<file path="config.mk">
export PLATFORM = sky130hd
export DESIGN_NAME = exc_sequencer
export DESIGN_NICKNAME = d
export VERILOG_FILES = /design/src/rtl/cp0_pkg.sv /design/src/rtl/int_prio_enc.sv /design/src/rtl/exc_sequencer.sv
export SDC_FILE = /design/constraint.sdc
export NUM_CORES = 1
export LEC_CHECK = 0
export ABC_AREA = 1
export CAP_MARGIN = 10
export CORE_ASPECT_RATIO = 0.5
export CORE_UTILIZATION = 43
export CTS_CLUSTER_SIZE = 30
export DETAILED_ROUTE_END_ITERATION = 10
export GPL_ROUTABILITY_DRIVEN = 0
export PLACE_DENSITY_LB_ADDON = 0.25
export SKIP_LAST_GASP = 1
export SLEW_MARGIN = 20
export SYNTH_ARGS = -nofsm -noshare
export SYNTH_HDL_FRONTEND = slang
export SYNTH_SLANG_ARGS = --single-unit
</file>
<file path="constraint.sdc">
create_clock -name clk -period 4.6 [get_ports clk]
set_input_delay 1.38 -clock clk [delete_from_list [all_inputs] [get_ports clk]]
set_output_delay 1.38 -clock clk [all_outputs]
set_load 0.02 [all_outputs]
</file>
<file path="src/rtl/cp0_pkg.sv">
// Shared types and constants for the coprocessor-0 exception sequencer.
package cp0_pkg;

  // Cause codes this sequencer produces or interprets.
  typedef enum logic [4:0] {
    EXC_INT  = 5'd0,
    EXC_ADEL = 5'd4,
    EXC_ADES = 5'd5,
    EXC_SYS  = 5'd8,
    EXC_BP   = 5'd9,
    EXC_RI   = 5'd10,
    EXC_OV   = 5'd12
  } exc_code_t;

  typedef enum logic [1:0] {
    S_IDLE,
    S_FLUSH,
    S_ENTER,
    S_RETURN
  } seq_state_t;

  // Offset of the interrupt vector from the general exception vector.
  localparam logic [31:0] VEC_INT_OFS = 32'h80;

  // EPC points at the branch when the victim sits in its delay slot.
  // Plain 32-bit subtraction, so PC 0 wraps to 32'hFFFFFFFC.
  function automatic logic [31:0] epc_adj(input logic [31:0] pc, input logic bd);
    return bd ? (pc - 32'd4) : pc;
  endfunction

endpackage

</file>
<file path="src/rtl/int_prio_enc.sv">
// Masked interrupt priority encoder: counter (IP7) wins, then the highest
// external line index. ext[i] maps to IP(i+2).
module int_prio_enc #(
  parameter int N_EXT = 5
) (
  input  logic             counter,
  input  logic [N_EXT-1:0] ext,
  input  logic [N_EXT:0]   im,
  output logic             pending,
  output logic [2:0]       id
);

  logic [N_EXT:0] req;

  // Scan low to high so the highest active line overwrites the index.
  always_comb begin
    req     = {counter, ext} & im;
    pending = |req;
    id      = 3'd0;
    for (int i = 0; i < N_EXT; i++)
      if (req[i]) id = 3'(i + 2);
    if (req[N_EXT]) id = 3'd7;
  end

endmodule

</file>
<file path="src/rtl/exc_sequencer.sv">
// Exception / interrupt / ERET sequencer in front of cp0's exception port.
// Accepts one event in IDLE, holds a pipeline flush until acknowledged, then
// emits a single-cycle entry or return strobe with a fetch redirect.
// Optional build macro VECTORED_INT_EN: interrupts go to VEC_BASE+0x80 and the
// winning IP index is exported on int_id.
module exc_sequencer
  import cp0_pkg::*;
#(
  parameter int          N_EXT    = 5,
  parameter logic [31:0] VEC_BASE = 32'h00000180
) (
  input  logic             clk,
  input  logic             reset_n,
  input  logic             exc_valid,
  input  logic [4:0]       exc_code,
  input  logic [31:0]      exc_pc,
  input  logic             exc_bd,
  input  logic [31:0]      exc_va,
  input  logic [31:0]      ret_pc,
  input  logic             ret_bd,
  input  logic             ien_wb,
  input  logic             int_counter,
  input  logic [N_EXT-1:0] int_ext,
  input  logic [7:0]       int_mask,
  input  logic             int_enable,
  input  logic             exl,
  input  logic             eret_req,
  input  logic [31:0]      epc_q,
  input  logic             flush_ack,
  output logic             flush_req,
  output logic             e_enter,
  output logic             eret,
  output logic [4:0]       cause,
  output logic             delay_slot,
  output logic [31:0]      epc,
  output logic [31:0]      bad_va,
  output logic             redir_valid,
  output logic [31:0]      redir_pc
`ifdef VECTORED_INT_EN
  ,
  output logic [2:0]       int_id
`endif
);

  seq_state_t  state, state_n;
  logic        enc_pending, int_pend;
  logic [2:0]  win_id;
  logic        acc_exc, acc_int, acc_ret;
  logic        ret_r;
  logic [4:0]  cause_r;
  logic        bd_r;
  logic [31:0] epc_r, bad_va_r;
  logic        unused_im;

  // Software interrupt bits IM[1:0] are not sequenced here.
  assign unused_im = ^int_mask[6-N_EXT:0];

  int_prio_enc #(.N_EXT(N_EXT)) u_prio (
    .counter (int_counter),
    .ext     (int_ext),
    .im      (int_mask[7 -: N_EXT+1]),
    .pending (enc_pending),
    .id      (win_id)
  );

  assign int_pend = ien_wb & int_enable & ~exl & enc_pending;
  assign acc_exc  = exc_valid;
  assign acc_int  = ~exc_valid & int_pend;
  assign acc_ret  = ~exc_valid & ~int_pend & eret_req & exl;

`ifdef VECTORED_INT_EN
  logic       int_r;
  logic [2:0] int_id_r;
  assign int_id = int_id_r;
`else
  logic unused_id;
  assign unused_id = ^win_id;
`endif

  // State register.
  always_ff @(posedge clk) begin
    if (!reset_n) state <= S_IDLE;
    else          state <= state_n;
  end

  // Next state and strobe/redirect decode.
  always_comb begin
    state_n     = state;
    flush_req   = 1'b0;
    e_enter     = 1'b0;
    eret        = 1'b0;
    redir_valid = 1'b0;
    redir_pc    = 32'd0;
    case (state)
      S_IDLE:   if (acc_exc | acc_int | acc_ret) state_n = S_FLUSH;
      S_FLUSH: begin
        flush_req = 1'b1;
        if (flush_ack) state_n = ret_r ? S_RETURN : S_ENTER;
      end
      S_ENTER: begin
        e_enter     = 1'b1;
        redir_valid = 1'b1;
`ifdef VECTORED_INT_EN
        redir_pc    = int_r ? (VEC_BASE + VEC_INT_OFS) : VEC_BASE;
`else
        redir_pc    = VEC_BASE;
`endif
        state_n     = S_IDLE;
      end
      S_RETURN: begin
        eret        = 1'b1;
        redir_valid = 1'b1;
        redir_pc    = epc_q;
        state_n     = S_IDLE;
      end
      default:  state_n = S_IDLE;
    endcase
  end

  // Capture the accepted event; values hold until the next acceptance.
  always_ff @(posedge clk) begin
    if (!reset_n) begin
      ret_r    <= 1'b0;
      cause_r  <= 5'd0;
      bd_r     <= 1'b0;
      epc_r    <= 32'd0;
      bad_va_r <= 32'd0;
`ifdef VECTORED_INT_EN
      int_r    <= 1'b0;
      int_id_r <= 3'd0;
`endif
    end else if (state == S_IDLE) begin
      if (acc_exc) begin
        ret_r    <= 1'b0;
        cause_r  <= exc_code;
        bd_r     <= exc_bd;
        epc_r    <= epc_adj(exc_pc, exc_bd);
        bad_va_r <= (exc_code == EXC_ADEL || exc_code == EXC_ADES) ? exc_va : 32'd0;
`ifdef VECTORED_INT_EN
        int_r    <= 1'b0;
        int_id_r <= 3'd0;
`endif
      end else if (acc_int) begin
        ret_r    <= 1'b0;
        cause_r  <= EXC_INT;
        bd_r     <= ret_bd;
        epc_r    <= epc_adj(ret_pc, ret_bd);
        bad_va_r <= 32'd0;
`ifdef VECTORED_INT_EN
        int_r    <= 1'b1;
        int_id_r <= win_id;
`endif
      end else if (acc_ret) begin
        ret_r    <= 1'b1;
      end
    end
  end

  assign cause      = cause_r;
  assign delay_slot = bd_r;
  assign epc        = epc_r;
  assign bad_va     = bad_va_r;

endmodule

</file>
==> metrics.md, run 1 <==
| Metric | Value |
|---|---|
| Status | `finished, final reports clean` |
| Buffers on Ports | `between 200 and 300` |
| Syn avg cell area | `~6 µm²` |
| Final #Nets | `around 1200` |
| Setup_tns | `0 ns` |
| Cts repair resizes | `0` |
| Die Height | `78.2 µm` |
| Unrepaired setup endpoints after global routing | `no` |
| Worst Tran Pin Value | `about 0.96 ns` |
| Clk sink count | `between 70 and 80` |
| Placement Rows | `27` |
| Vias in the first global route | `between 5000 and 6000` |
| Cts bufs inserted | `9` |
| IO Pins | `approximately 260` |
| Share of layout cells above drive strength 1 | `0.0582` |
| Clock tree from TritonCTS | `yes` |
| Mapped cell area | `5000 µm²` |
| Initial antenna violation count | `0` |
| Fmax | `249 MHz` |
| Fin crit share | `0.873` |
| Max-Cap Viols | `0` |
| Via density | `between 5 and 6` |
| Ranking of synthesized cells by area | `dfxtp_1 (29%), nand2_1 (16%), nor2_1 (11%)` |
| YS warnings | `0` |
| Max Buffers Root-to-Sink | `2` |
| Number of flops mapped to enable cells by yosys | `0` |
| Leading area contributor after synthesis | `dfxtp_1` |
| Post-synth ARST share | `0` |
| Ant diodes | `0` |
| DRC | `0` |
| CP Data Required Time | `approximately 3.2 ns` |
| Starting density of the core | `0.448` |
| Slew HR | `0.357` |
| Switching Share | `0.299` |
| Maximum vdd drop | `between 0.2 and 0.25 mV` |
| Clk_lat worst skew | `around 0.33 ns` |
| Lkg Pwr | `approximately 3.4 nW` |
| Total GRT Usage | `0.278` |
| Synthesized net count | `a little under 1000` |
| Final min period | `roughly 4.0 ns` |
| Dpl hpwl | `13.4 mm` |
| PD cells | `roughly 240 nW/µm²` |
| Fillers | `roughly 980` |
| Hold_buf cts | `0` |
| Overall die width | `between 150 and 200 µm` |
| First-pass GRT wire length | `roughly 27 mm` |
| CTS H-tree lvls | `3` |
| Via count | `6165` |
| Routed WL | `17.3 mm` |
| Worst Path Buf+Inv | `3` |
| Grt ovf | `0` |
| Die ar. | `approximately 12000 µm²` |
| Root buf cell | `clkbuf_16` |
| Routed Antenna Nets | `0` |
| Crit path DAT | `2.64 ns` |
| Setup-failing EPs final | `0` |
| Yosys reg bits | `between 70 and 80` |
| Comb pwr share | `0.271` |
| Routed WL per cell | `around 14 µm` |
| Largest net degree at the start of global routing | `70` |
| CP Class | `primary input to output pin` |
| Ys flop type | `dfxtp_1` |
| Cell Int Power | `about 1.3 mW` |
| Share of the synthesized area in the top cell type | `0.292` |
| CP Capture Type | `output pin` |
| Setup bufs post-CTS | `0` |
| Fin util | `0.713` |
| Slew Limit Fails | `0` |
| Slowest Stage Delay on Critical Path | `roughly 0.66 ns` |
| Sequential fraction of the synthesis area | `0.292` |
| Synth cell types | `37` |
| Tightest Hold Check Type | `register to register` |
| Synthesized instance count | `roughly 830` |
| Final hold vios | `0` |
| Core box area | `11100 µm²` |
| Worst setup SP type | `primary input` |
| Crit path max-delay family | `buffers and inverters` |
| Crit-path slowest cell | `clkdlybuf4s50_1` |
| Crit Path Max Fanout | `1` |
| Sequential Power Share | `0.360` |
| Initial DRT Pass Iterations | `6` |
| NetSw | `roughly 0.57 mW` |
| Area delta synth->final | `59.0%` |
| Clock share of power | `0.368` |
| Setup Skew | `0.00774 ns` |
| DR iter-0 viols | `just over 500` |
| Top cell by count, worst path | `clkdlybuf4s50_1` |
| Critical Path, Cell by Cell | `clkdlybuf4s50_1, inv_1, nor2_1, clkdlybuf4s50_1` |
| Clock transition at the registers of the reported paths | `roughly 0.060 ns` |
[layout make-up]
class,instances,area (µm²),share of cell area
Multi-Input combinational cell,621,2960,0.372
Sequential cell,73,1460,0.184
Clock inverter,7,80.1,0.0101
Clock buffer,9,225,0.0283
Tap cell,145,181,0.0228
Inverter,108,409,0.0515
Timing Repair Buffer,265,2640,0.332
[logic make-up after synthesis]
| logic type | Yosys count | share of synthesized area |
|---|---|---|
| AO/OA/AOI/OAI | 97 | 0.103 |
| XOR/XNOR | 13 | 0.0228 |
| adder cells (fa/ha/maj) | 2 | 0.00501 |
| buffers and inverters | 138 | 0.116 |
| flip-flops | 73 | 0.292 |
| multiplexers | 4 | 0.00801 |
| AND/OR/NAND/NOR | 505 | 0.453 |
[power by group through the flow]
stage	Combinational [mW]	Clock (mW)	Sequential (mW)
2_1_floorplan	0.200	0	0.747
3_3_place_gp	0.510	0	0.704
3_5_place_dp	0.517	0	0.706
4_1_cts	0.521	0.722	0.692
5_1_grt	0.563	0.752	0.697
6_report	0.522	0.707	0.692
[placed cells by master (no fill, tap or decap), drive strengths merged]
cell and count:
nand2 218, o311ai 1, a21oi 11, nand3b 5, clkinv 5, a22oi 1
nor2 168, nor3 2, nand3 98, a31oi 1, mux2i 4, clkbuf 9
dfxtp 73, buf 6, nand4 12, nor4 2, ha 2, clkinvlp 1
xor2 8, o211ai 1, xnor2 5, o21bai 5, o21ai 75, clkdlybuf4s50 259
inv 108, bufinv 1, o21a 2
[registers in the layout, summed over array words and instances (netlist names)]
register / count
delay_slot: 1
ret_r: 1
cause: 5
epc: 32
bad_va: 32
state: 2
[worst min-delay path: stages (launching register included)]
cell and delay, ns:
dfxtp_1 0.32, nand2_1 0.05, o21ai_0 0.05
[final timing paths]
check,start,endpoint,slack [ns],depth (start not counted)
worst max-delay path,epc_q[19],redir_pc[19],0.58,4
worst min-delay path,bad_va[11],bad_va[11],0.46,2
worst max register to register,state[1],bad_va[4],2.78,7
worst min register to register,bad_va[11],bad_va[11],0.46,2
[through the flow]
step / hold WS, ns / setup WS, ns / area, µm² / power [mW] / std cells
4_1_cts: 0.454 / 0.579 / 7950 / 1.93 / 1228
2_1_floorplan: 0.429 / 1.53 / 5000 / 0.947 / 832
3_3_place_gp: 0.434 / 0.602 / 7640 / 1.21 / 1212
3_5_place_dp: 0.440 / 0.579 / 7640 / 1.22 / 1212
5_1_grt: 0.470 / 0.512 / 7950 / 2.01 / 1228
6_report: 0.456 / 0.583 / 7950 / 1.92 / 1228
[synthesized netlist by cell type, drive strengths merged, types with 2 or more instances]
cell,number
a21oi,11
buf,19
clkbuf,11
dfxtp,73
ha,2
inv,107
mux2i,4
nand2,218
nand3,98
nand3b,5
nand4,12
nor2,168
nor3,2
nor4,2
o21a,2
o21ai,75
o21bai,5
xnor2,5
xor2,8
[layer usage]
layer | track usage | part of all wire
met1 | 0.349 | 0.44
met3 | 0.0486 | 0.060
met5 | 0 | 0
met2 | 0.490 | 0.48
met4 | 0.0851 | 0.023
Note: power is estimated with default switching activity, not from simulation.
==> run 2, diff against run 1 <==
--- a/config.mk
+++ b/config.mk
@@ -13,6 +13,7 @@
 export DETAILED_ROUTE_END_ITERATION = 10
 export GPL_ROUTABILITY_DRIVEN = 0
 export PLACE_DENSITY_LB_ADDON = 0.25
+export REMOVE_ABC_BUFFERS = 1
 export SKIP_LAST_GASP = 1
 export SLEW_MARGIN = 20
 export SYNTH_ARGS = -nofsm -noshare
==> run 2 against run 1 <==
Sequential share of layout area increased by 0.073 points. Highest routed layer unchanged. Via count increased by 0.29%. Critical endpoint is now redir_pc[27]. Utilization decreased by 0.28 points. Sequential power about the same. Global-route usage increased by 0.80 points. Fmax decreased by 0.78%.
==> metrics.md, run 2 (synthesis results as in run 1) <==
| Metric | Value |
|---|---|
| Worst reg2reg path depth | `6 (-1)` |
| Crit Path Max Fanout | `1 (unchanged)` |
| Most frequent cells in the layout | `clkdlybuf4s50_1 (259), nand2_1 (212), nor2_1 (147)` |
| Initial DRT Pass Iterations | `5 (-1)` |
| Buffers on Ports | `260 (unchanged)` |
| Setup_tns | `0 ns (unchanged)` |
| Min-Delay Path Depth | `2 (unchanged)` |
| Via density | `5.04 (+0.46%)` |
| Max-Cap Viols | `0 (unchanged)` |
| DR iter-0 viols | `493 (-2.0%)` |
| Share of layout cells above drive strength 1 | `0.0564 (-0.00174)` |
| Root buf cell | `clkbuf_16` |
| Lkg Pwr | `3.35 nW (-0.64%)` |
| Setup bufs post-CTS | `0 (unchanged)` |
| Hold_sp | `epc[18]` |
| Max Buffers Root-to-Sink | `2 (unchanged)` |
| Dpl hpwl | `13.0 mm (-2.5%)` |
| CP Class | `primary input to output pin` |
| CP Data Required Time | `3.22 ns (about the same)` |
| Fin crit share | `0.880 (+0.00688)` |
| Clock tree from TritonCTS | `yes` |
| CP Capture Type | `output pin` |
| Crit path DAT | `2.67 ns (+0.03 ns)` |
| Clk_lat worst skew | `0.34 ns (about the same)` |
| Area taken by multi-input logic gates | `2960 µm² (unchanged)` |
| Starting density of the core | `0.448 (unchanged)` |
| Die ar. | `12100 µm² (unchanged)` |
| Initial antenna violation count | `0 (unchanged)` |
| R2R Path Start | `state[1]` |
| Worst Tran Pin Value | `0.968 ns (+0.00562 ns)` |
| Tightest Hold Check Type | `register to register` |
| Cts repair resizes | `0 (unchanged)` |
| Vias in the first global route | `5597 (+2.6%)` |
| Area delta synth->final | `58.4%` |
| Status | `finished, final reports clean` |
| Routed Antenna Nets | `0 (unchanged)` |
| Largest net degree at the start of global routing | `70 (unchanged)` |
| Setup-failing EPs final | `0 (unchanged)` |
| Worst setup SP type | `primary input` |
| DRC | `0 (unchanged)` |
| Unrepaired setup endpoints after global routing | `no` |
| Fin Hold WS | `0.450 ns (-0.00573 ns)` |
| Fillers | `946 (-3.2%)` |
| Core box area | `11100 µm² (unchanged)` |
| Ant diodes | `0 (unchanged)` |
| Placement Rows | `27 (unchanged)` |
| First-pass GRT wire length | `27.6 mm (+2.2%)` |
| Maximum vdd drop | `0.157 mV (-22%)` |
| Hold_buf cts | `0 (unchanged)` |
| Routed WL | `17.3 mm (unchanged)` |
| Grt ovf | `0 (unchanged)` |
| Slew HR | `0.353 (-0.00376)` |
| PD cells | `239 nW/µm² (-0.98%)` |
| CTS H-tree lvls | `3 (unchanged)` |
| Slew Limit Fails | `0 (unchanged)` |
| Routed WL per cell | `14.1 µm (+0.16%)` |
| Total GRT Usage | `0.286 (+0.00795)` |
| Final hold vios | `0 (unchanged)` |
| Final min period | `4.05 ns (+0.0316 ns)` |
| Final #Nets | `1235 (-0.16%)` |
| Cts bufs inserted | `9 (unchanged)` |
| IO Pins | `263 (unchanged)` |
| Sequential Area | `1460 µm² (unchanged)` |
| Clk sink count | `73 (unchanged)` |
| Clock transition at the registers of the reported paths | `0.06 ns (about the same)` |
| Via count | `6183 (+0.29%)` |
| Die Height | `78.2 µm (unchanged)` |
| Overall die width | `154 µm (unchanged)` |
| CP startpoint | `epc_q[27]` |
| Setup Skew | `0.00621 ns (-0.00153 ns)` |
| Fmax | `247 MHz (-0.78%)` |
| Commonest non-fill, non-tap cell in the layout | `clkdlybuf4s50_1` |
run 2: area by class of cell:
cell class                 count  share of cell area
timing repair buffer         263               0.331
tap                          145              0.0229
clock inverter                 7             0.00806
clock buffer                   9              0.0284
inverter                     108              0.0517
multi-input combinational    621               0.373
sequential                    73               0.185
run 2: layer usage:
layer	track usage	up-vias	share of wire
met5	0	-	0
met3	0.0663	52	0.080
met4	0.133	0	0.037
met1	0.358	2737	0.44
met2	0.471	279	0.45
li1	-	3115	-
run 2: path summary, 6_finish.rpt:
kind	to	slack, ns
worst max-delay path	redir_pc[27]	0.55
worst min-delay path	epc[18]	0.45
worst max register to register	epc[13]	2.71
worst min register to register	epc[18]	0.45
run 2: where the power goes:
group | switching [mW] | internal, mW | total, mW
sequential | 0.0210 | 0.671 | 0.692
clock | 0.308 | 0.377 | 0.684
combinational | 0.270 | 0.249 | 0.519
run 2: worst max-delay path: stages:
cell,delay (ns)
clkdlybuf4s50_1,0.50
inv_1,0.05
nor2_1,0.10
clkdlybuf4s50_1,0.64
run 2: metrics by stage:
stage,utilization,worst slack (ns),area [µm²],cells,total power [mW]
finish,0.710,0.551,7920,1226,1.89
floorplan,-,1.53,4830,802,0.921
global route,0.710,0.473,7920,1226,1.99
global placement,0.684,0.577,7630,1210,1.21
CTS,0.710,0.562,7920,1226,1.91
detailed placement,0.684,0.568,7630,1210,1.22
==> run 3, diff against run 2 <==
==> constraint.sdc (replaced) <==
create_clock -name clk -period 4.99 [get_ports clk]
set_input_delay 1.497 -clock clk [delete_from_list [all_inputs] [get_ports clk]]
set_output_delay 1.497 -clock clk [all_outputs]
set_load 0.02 [all_outputs]
==> run 3 against run 2 <==
Sequential share of layout area about the same. Via count is 0.24% lower. Count of clock-buffer cells in the layout is the same. Clock skew down 0.00070 ns. Flip-flop and latch count stayed put. Clock power fell by 8.5%. Largest power group unchanged. Total power fell by 8.3%. Setup slack improved by 0.16 ns. Largest cell class unchanged. Wire length is 0.81% lower. Non-clock buffer count decreased by 1. Critical path type unchanged. Register-to-register slack better by 0.35 ns. Global-route usage down 0.69 points.
==> metrics.md, run 3 (synthesis results as in run 1) <==
| Metric | Value |
|---|---|
| Slowest Stage Delay on Critical Path | `0.65 ns (about the same)` |
| DR iter-0 viols | `613 (+24%)` |
| Dpl hpwl | `13.1 mm (+0.49%)` |
| Layout Cells excl Fill | `1225 (-0.082%)` |
| CTS H-tree lvls | `3 (unchanged)` |
| CP startpoint | `epc_q[27]` |
| R2R Path Start | `state[1]` |
| PD cells | `220 nW/µm² (-8.1%)` |
| Clk sink count | `73 (unchanged)` |
| Fin crit share | `0.857` |
| CP Capture Type | `output pin` |
| Overall die width | `154 µm (unchanged)` |
| CP Data Required Time | `3.49 ns (+0.27 ns)` |
| Root buf cell | `clkbuf_16` |
| Setup-failing EPs final | `0 (unchanged)` |
| Crit path max-delay family | `buffers and inverters` |
| IO Pins | `263 (unchanged)` |
| Commonest non-fill, non-tap cell in the layout | `clkdlybuf4s50_1` |
| Via count | `6168 (-0.24%)` |
| Share of layout cells above drive strength 1 | `0.0565 (about the same)` |
| Placed insts | `1209 (-0.083%)` |
| Cts repair resizes | `0 (unchanged)` |
| Total GRT Usage | `0.280 (-0.00688)` |
| Cts bufs inserted | `9 (unchanged)` |
| Clk_lat worst skew | `0.33 ns (about the same)` |
| Lkg Pwr | `3.34 nW (-0.18%)` |
| Final hold vios | `0 (unchanged)` |
| Via density | `5.04 (-0.16%)` |
| Largest net degree at the start of global routing | `70 (unchanged)` |
| Setup Skew | `0.00551 ns (-0.000702 ns)` |
| First-pass GRT wire length | `26.9 mm (-2.4%)` |
| Worst setup SP type | `primary input` |
| Area delta synth->final | `58.2%` |
| Initial DRT Pass Iterations | `5 (unchanged)` |
| Die ar. | `12100 µm² (unchanged)` |
| Final #Nets | `1234 (-0.081%)` |
| Fmax | `between 200 and 250 MHz` |
| Ant diodes | `0 (unchanged)` |
| Clock transition at the registers of the reported paths | `0.07 ns (about the same)` |
| Slew Limit Fails | `0 (unchanged)` |
| Placement Rows | `27 (unchanged)` |
| Critical Path, Cell by Cell | `clkdlybuf4s50_1, inv_1, nor2_1, clkdlybuf4s50_1` |
| Max Buffers Root-to-Sink | `2 (unchanged)` |
| Top cell by count, worst path | `clkdlybuf4s50_1` |
| Hold_buf cts | `0 (unchanged)` |
| Post-Route M1 WL | `7.50 mm (-1.2%)` |
| CP Class | `primary input to output pin` |
| Crit path DAT | `2.78 ns (+0.11 ns)` |
| Core box area | `11100 µm² (unchanged)` |
| Routed length on met3 | `1.36 mm (-1.7%)` |
| Unrepaired setup endpoints after global routing | `no` |
| Routed WL | `17.2 mm (-0.81%)` |
| Crit Path Max Fanout | `1 (unchanged)` |
| Crit-path slowest cell | `clkdlybuf4s50_1` |
| Routed length on met2 | `7.85 mm (+1.5%)` |
| Vias in the first global route | `5434 (-2.9%)` |
| Clock tree from TritonCTS | `yes` |
| DRC | `0 (unchanged)` |
| Status | `finished, final reports clean` |
| Setup_tns | `0 ns (unchanged)` |
| Max layer used | `met4` |
| Hold_sp | `epc[17]` |
| Starting density of the core | `0.448 (unchanged)` |
| Routed WL per cell | `14.0 µm (-0.73%)` |
| Final min period | `~4.3 ns` |
| Routed Antenna Nets | `0 (unchanged)` |
| Grt ovf | `0 (unchanged)` |
| Power Total | `1.74 mW (-8.3%)` |
| Worst Tran Pin Value | `0.965 ns (-0.00343 ns)` |
| Max-Cap Viols | `0 (unchanged)` |
| Worst Path Buf+Inv | `3 (unchanged)` |
| Tightest Hold Check Type | `register to register` |
| Maximum vdd drop | `0.165 mV (+4.9%)` |
| Initial antenna violation count | `0 (unchanged)` |
| Buffers on Ports | `260 (unchanged)` |
| Slew HR | `0.355 (+0.00229)` |
| Setup bufs post-CTS | `0 (unchanged)` |
| Die Height | `78.2 µm (unchanged)` |
| Most frequent cells in the layout | `clkdlybuf4s50_1 (259), nand2_1 (212), nor2_1 (147)` |
run 3: changes by cell type in the layout (fill, tap and decap cells not counted):
cell,previous run,this run
inv_2,7,8
inv_1,99,98
inv_8,2,1
inv_6,1,2
buf_4,3,2
run 3: per-stage QoR:
stage	utilization	setup WS [ns]	hold slack, ns	instance area [µm²]
6_report	0.709	0.712	0.450	7910
5_1_grt	0.709	0.666	0.471	7910
4_1_cts	0.709	0.718	0.452	7910
3_5_place_dp	0.684	0.725	0.439	7620
3_3_place_gp	0.684	0.733	0.433	7620
2_1_floorplan	-	1.68	0.429	4830
run 3: layout make-up:
type                            instances  area, µm²
Clock buffer                            9        225
Fill cell                             951       3240
Clock inverter                          7       61.3
Sequential cell                        73       1460
Timing Repair Buffer                  262       2610
Inverter                              108        409
Tap cell                              145        181
Multi-Input combinational cell        621       2960
run 3: power by group:
group	switching, mW	internal, mW	leakage (nW)
clock	0.281	0.346	0.135
combinational	0.247	0.228	2.61
sequential	0.0185	0.618	0.595
run 3: metal layers:
metal	up-vias	global-route usage
li1	3110	-
met1	2735	0.355
met2	282	0.472
met3	41	0.0596
met4	0	0.0970
met5	-	0
run 3: final timing paths:
| path | end | slack (ns) | cells after the start |
|---|---|---|---|
| min reg2reg | epc[17] | 0.45 | 2 |
| max | redir_pc[27] | 0.71 | 4 |
| min | epc[17] | 0.45 | 2 |
| max reg2reg | bad_va[0] | 3.06 | 5 |
run 3: tightest hold or removal path, stage by stage, from the launching register on:
cell and delay [ns]:
dfxtp_1 0.31, nand2_1 0.06, nand2_1 0.04
